**config.mk**
```make
export PLATFORM = sky130hd
export DESIGN_NAME = ula_sequencer
export DESIGN_NICKNAME = d
export VERILOG_FILES = /design/src/rtl/ula_sequencer.sv
export SDC_FILE = /design/constraint.sdc
export NUM_CORES = 1
export LEC_CHECK = 0
export BUFFER_PORTS_ARGS = -buffer_cell sky130_fd_sc_hd__buf_2
export CORE_MARGIN = 3
export CORE_UTILIZATION = 25
export CTS_CLUSTER_SIZE = 10
export DETAILED_ROUTE_END_ITERATION = 6
export GPL_TIMING_DRIVEN = 0
export PLACE_DENSITY_LB_ADDON = 0.1
export SLEW_MARGIN = 15
export SYNTH_ARGS = -nofsm -noshare
export SYNTH_HDL_FRONTEND = slang
export SYNTH_SLANG_ARGS = --single-unit
```
**constraint.sdc**
```tcl
create_clock -name clock -period 1.6 [get_ports clock]
set_clock_uncertainty 0.05 [all_clocks]
set_input_delay 0.4 -clock clock [delete_from_list [all_inputs] [get_ports clock]]
set_output_delay 0.4 -clock clock [all_outputs]
set_load 0.02 [all_outputs]
```
**src/rtl/ula_sequencer.sv**
```systemverilog
// Round-robin front end for the shared ULA: registers operands, holds them for
// an opcode-dependent settle time, then returns the result on a valid/ready channel.
module ula_sequencer #(
  parameter int DEF_CYCLES = 1,
  parameter int MUL_CYCLES = 2,
  parameter int DIV_CYCLES = 4
) (
  input  logic        clock,
  input  logic        reset,
  input  logic        req0_valid,
  output logic        req0_ready,
  input  logic [15:0] req0_operando1,
  input  logic [15:0] req0_operando2,
  input  logic [4:0]  req0_opcode,
  input  logic        req1_valid,
  output logic        req1_ready,
  input  logic [15:0] req1_operando1,
  input  logic [15:0] req1_operando2,
  input  logic [4:0]  req1_opcode,
  output logic [15:0] ula_operando1,
  output logic [15:0] ula_operando2,
  output logic [4:0]  ula_opcode,
  input  logic [31:0] ula_resultado,
  input  logic        ula_data_uc,
  output logic        rsp_valid,
  input  logic        rsp_ready,
  output logic        rsp_id,
  output logic [31:0] rsp_resultado,
  output logic        rsp_data_uc,
  output logic        rsp_div0
);

  localparam logic [4:0] OP_MUL = 5'b00110;
  localparam logic [4:0] OP_DIV = 5'b00111;

  typedef enum logic [1:0] {
    IDLE,
    EXEC,
    RESP
  } state_t;

  state_t      state;
  state_t      state_nxt;
  logic        prio;
  logic [7:0]  cnt;
  logic        grant0;
  logic        grant1;
  logic        accept;
  logic        sel;
  logic [15:0] sel_op1;
  logic [15:0] sel_op2;
  logic [4:0]  sel_opc;
  logic        div0;

  function automatic logic [7:0] cyc_m1(input logic [4:0] op);
    logic [7:0] r;
    case (op)
      OP_MUL:  r = 8'(MUL_CYCLES - 1);
      OP_DIV:  r = 8'(DIV_CYCLES - 1);
      default: r = 8'(DEF_CYCLES - 1);
    endcase
    return r;
  endfunction

  // prio names the requester that wins the next contention
  assign grant0 = req0_valid & (~req1_valid | ~prio);
  assign grant1 = req1_valid & (~req0_valid | prio);

  assign req0_ready = (state == IDLE) & grant0;
  assign req1_ready = (state == IDLE) & grant1;
  assign accept     = req0_ready | req1_ready;
  assign sel        = grant1;

  assign sel_op1 = sel ? req1_operando1 : req0_operando1;
  assign sel_op2 = sel ? req1_operando2 : req0_operando2;
  assign sel_opc = sel ? req1_opcode    : req0_opcode;
  assign div0    = (sel_opc == OP_DIV) & (sel_op2 == 16'd0);

  assign rsp_valid = (state == RESP);

  always_ff @(posedge clock) begin
    if (reset) state <= IDLE;
    else       state <= state_nxt;
  end

  always_comb begin
    state_nxt = state;
    case (state)
      IDLE: if (accept) state_nxt = div0 ? RESP : EXEC;
      EXEC: if (cnt == 8'd0) state_nxt = RESP;
      RESP: if (rsp_ready) state_nxt = IDLE;
      default: state_nxt = IDLE;
    endcase
  end

  always_ff @(posedge clock) begin
    if (reset) begin
      prio          <= 1'b0;
      cnt           <= 8'd0;
      rsp_id        <= 1'b0;
      ula_operando1 <= 16'd0;
      ula_operando2 <= 16'd0;
      ula_opcode    <= 5'd0;
      rsp_resultado <= 32'd0;
      rsp_data_uc   <= 1'b0;
      rsp_div0      <= 1'b0;
    end else begin
      case (state)
        IDLE: begin
          if (accept) begin
            ula_operando1 <= sel_op1;
            ula_operando2 <= sel_op2;
            ula_opcode    <= sel_opc;
            rsp_id        <= sel;
            prio          <= ~sel;
            cnt           <= cyc_m1(sel_opc);
            if (div0) begin
              rsp_resultado <= 32'hFFFF_FFFF;
              rsp_data_uc   <= 1'b0;
              rsp_div0      <= 1'b1;
            end
          end
        end
        EXEC: begin
          if (cnt == 8'd0) begin
            rsp_resultado <= ula_resultado;
            rsp_data_uc   <= ula_data_uc;
            rsp_div0      <= 1'b0;
          end else begin
            cnt <= cnt - 8'd1;
          end
        end
        RESP: begin
          if (rsp_ready) begin
            ula_operando1 <= 16'd0;
            ula_operando2 <= 16'd0;
            ula_opcode    <= 5'd0;
          end
        end
        default: ;
      endcase
    end
  end

endmodule

```
==> results.md <==
- Status: finished, violations left
- Failing checks: negative setup slack
- Syn Inst Count: ~430
- HPWL Detailed: between 9000 and 10000 um
- Avg Inst Size Synth: 9.19 um^2
- CP max stage cell: nor4_4
- VDD IR max: a little over 0.7 mV
- Mapped Area: 0.00396 mm^2
- Synth area leader: dfxtp_1
- Fin. Hold Viols: 0
- First-pass detailed-route iteration total: 4
- Final Routed Wirelength: around 14000 um
- Dpl cell area: 0.00519 mm^2
- Core area: 0.0154 mm^2
- Top cell type's share of synthesized area: 0.419
- CP startpoint: cnt[5]$_SDFFE_PP0P_
- Critical Path End: rsp_resultado[6]$_SDFFE_PP0P_
- Worst slew pin tran: 0.703 ns
- Reg2reg start: cnt[5]$_SDFFE_PP0P_
- Clock root cell: clkbuf_16
- Pleak: 2.99 nW
- Reg2reg end: rsp_resultado[6]$_SDFFE_PP0P_
- Max-slew violation count: 0
- Post-Place Worst Slack: -0.509 ns
- Layout cell share with drive strength beyond 1: 0.611
- Die footprint: 0.0174 mm^2
- Sequential fraction of the synthesis area: 0.419
- Input/output buffers: 184
- Critical Path End Type: flip-flop
- Row count: 45
- Commonest cells after routing, fill and taps aside: buf_2 (182), dfxtp_1 (75), nor2_1 (72)
- Setup tns final: -3.18 ns
- Peak Freq: ~570 MHz
- Synth warn: 0
- Slowest stage delay, CP: between 0.3 and 0.4 ns
- Commonest non-fill, non-tap cell in the layout: buf_2
- R2R depth: 7
- Max clock buf depth: 2
- Worst setup SP type: flip-flop
- # diodes: 0
- Clock transition at path regs: 0.07 ns
- Horiz. Die Dim: 132 um
- Post-route ant nets: 0
- Crit-path max FO: 6
- Starting Density: 0.258
- # nets final: 780
- RSZ-0062 raised after global routing: true
- Hold slack: around 0.27 ns
- Final worst setup slack: -0.145 ns
- CTS buffer count: 9
- Area Growth Syn to Fin: 66.7%
- Required @ worst endpoint: 1.81 ns
- Vias in the first global route: about 4000
- Relative slew slack: 0.532
- Post-synth EDFFs: 0
- Routed via count: 3999
- Hold-fix buffers, CTS: 0
- Largest net degree at the start of global routing: 16
- Avg WL per Cell: around 15 um
- GPL Wtd Cong: 0.794
- Tmin final: 1.74 ns
- Cell mode on critical path: buf_4
- Final period util: 1.09
- Worst skew pair latency: 0.35 ns
- Worst path arrival time: 1.95 ns
- Final setup violation count: 40
- Fillers: roughly 1600
- Tot Pwr: 12.1 mW
- Critical path class: flip-flop to flip-flop
- Grt ovf: 0
- GRT Total Usage: 0.146
- Distinct cell type count after synthesis: 47
- CTS tree: done
- Die height: around 130 um
- Worst hold-check path type: input port to flip-flop
- Post-synth ARST share: 0
- Syn Nets: roughly 550
- DR DRC count: 0
- Wire length of the first global-routing pass: just over 20000 um
- Sequence of cells on the critical path: nor4_4 -> nand2_2 -> a21oi_4 -> o21ai_4 -> buf_4 -> buf_4 -> a211oi_1
- Area contributors post-synth: dfxtp_1 (42%), mux2_2 (11%), a211oi_2 (9.2%)
- Reg2reg setup slack: -0.14 ns
- Final instance area: 0.00660 mm^2
- CTS sink cnt: 83
- H-Tree Depth: 3
- 1st-iter DRT viols: between 100 and 150
- PD cells: 1830 mW/mm^2
- Max cap viols: 0
- Post-synthesis sequential element count: 83
- Synth Flop Type: dfxtp_1
- Vias per inst: between 4 and 5
- Initial antenna violation count: 0
- Io pins: 187
==> sequential cells by signal, indices dropped and copies added (netlist names) <==
| signal | count |
|---|---|
| cnt | 8 |
| prio | 1 |
| rsp_data_uc | 1 |
| rsp_div0 | 1 |
| rsp_id | 1 |
| rsp_resultado | 32 |
| state | 2 |
| ula_opcode | 5 |
| ula_operando1 | 16 |
| ula_operando2 | 16 |
==> cell families after synthesis <==
kind of cell / share of synthesized area
adders and majority gates: 0.00632
DFF: 0.419
xor gates and xnor gates: 0.0133
muxes: 0.108
buffers and inverters: 0.0774
AOI/OAI and AO/OA: 0.213
and+or+nand+nor: 0.163
==> layout make-up <==
cell class,count,area [um^2],share of cell area
multi-input cells,277,2470,0.374
flip-flops and latches,83,1670,0.254
repair buffers,226,1490,0.225
well taps,211,264,0.0400
plain buffers,28,250,0.0379
clock buffers,9,225,0.0341
inverters,41,158,0.0239
clock inverters,7,76.3,0.0116
==> cell usage after synthesis, types with 3 or more instances <==
master and count:
nor3_1 3, a211oi_1 4, nand3_1 13, o31ai_1 3
or2_2 3, buf_6 3, dfxtp_1 83, inv_1 41
xor2_1 6, buf_2 11, a211oi_2 29, a22oi_1 29
a21oi_1 12, mux2_2 38, nand2_1 18, clkbuf_1 14
nor2_1 73, nor4_1 14
==> power breakdown <==
group	internal [mW]	leakage, nW	switching [mW]
logic	3.20	2.16	3.54
registers	2.79	0.686	0.420
clock network	1.22	0.142	0.929
total	7.21	2.99	4.89
==> timing repair <==
item / CTS / global route
gates cloned: 4 / 6
hold endpoints to repair: 0 / 0
endpoints found under the setup margin: 85 / 76
pin swaps: 40 / 38
resized for setup: 77 / 100
setup buffers: 23 / 10
==> per-layer routing <==
metal / up-vias / global-route usage / share of wire
li1: 1987 / - / -
met4: 0 / 0.0449 / 0.015
met1: 1860 / 0.179 / 0.43
met2: 139 / 0.239 / 0.48
met3: 13 / 0.0538 / 0.070
met5: - / 0 / 0
==> how the worst min path moves through the flow <==
stage | start | endpoint | slack (ns) | cells past startpoint
6_report | rsp_ready | state[1]$_SDFFE_PP0P_ | 0.27 | 3
5_1_grt | rsp_ready | state[1]$_SDFFE_PP0P_ | 0.27 | 3
3_5_place_dp | ula_operando1[15]$_SDFFE_PP0P_ | ula_operando1[15]$_SDFFE_PP0P_ | 0.39 | 2
2_1_floorplan | cnt[1]$_SDFFE_PP0P_ | cnt[1]$_SDFFE_PP0P_ | 0.44 | 2
3_3_place_gp | ula_operando1[1]$_SDFFE_PP0P_ | ula_operando1[1]$_SDFFE_PP0P_ | 0.39 | 2
4_1_cts | rsp_ready | state[1]$_SDFFE_PP0P_ | 0.26 | 3
==> through the flow <==
stage | utilization | cells
after global placement | 0.338 | 826
after global routing | 0.430 | 882
after detailed placement | 0.338 | 826
after floorplan | - | 431
after CTS | 0.395 | 869
final | 0.430 | 882
==> critical path: cells and delay by family, from the launching register on <==
kind,cells,cell delay [ns]
AND/OR/NAND/NOR,2,0.48
AO/OA/AOI/OAI,3,0.51
flip-flops,1,0.34
buffers and inverters,2,0.28
Note: power is estimated with default switching activity, not from simulation.
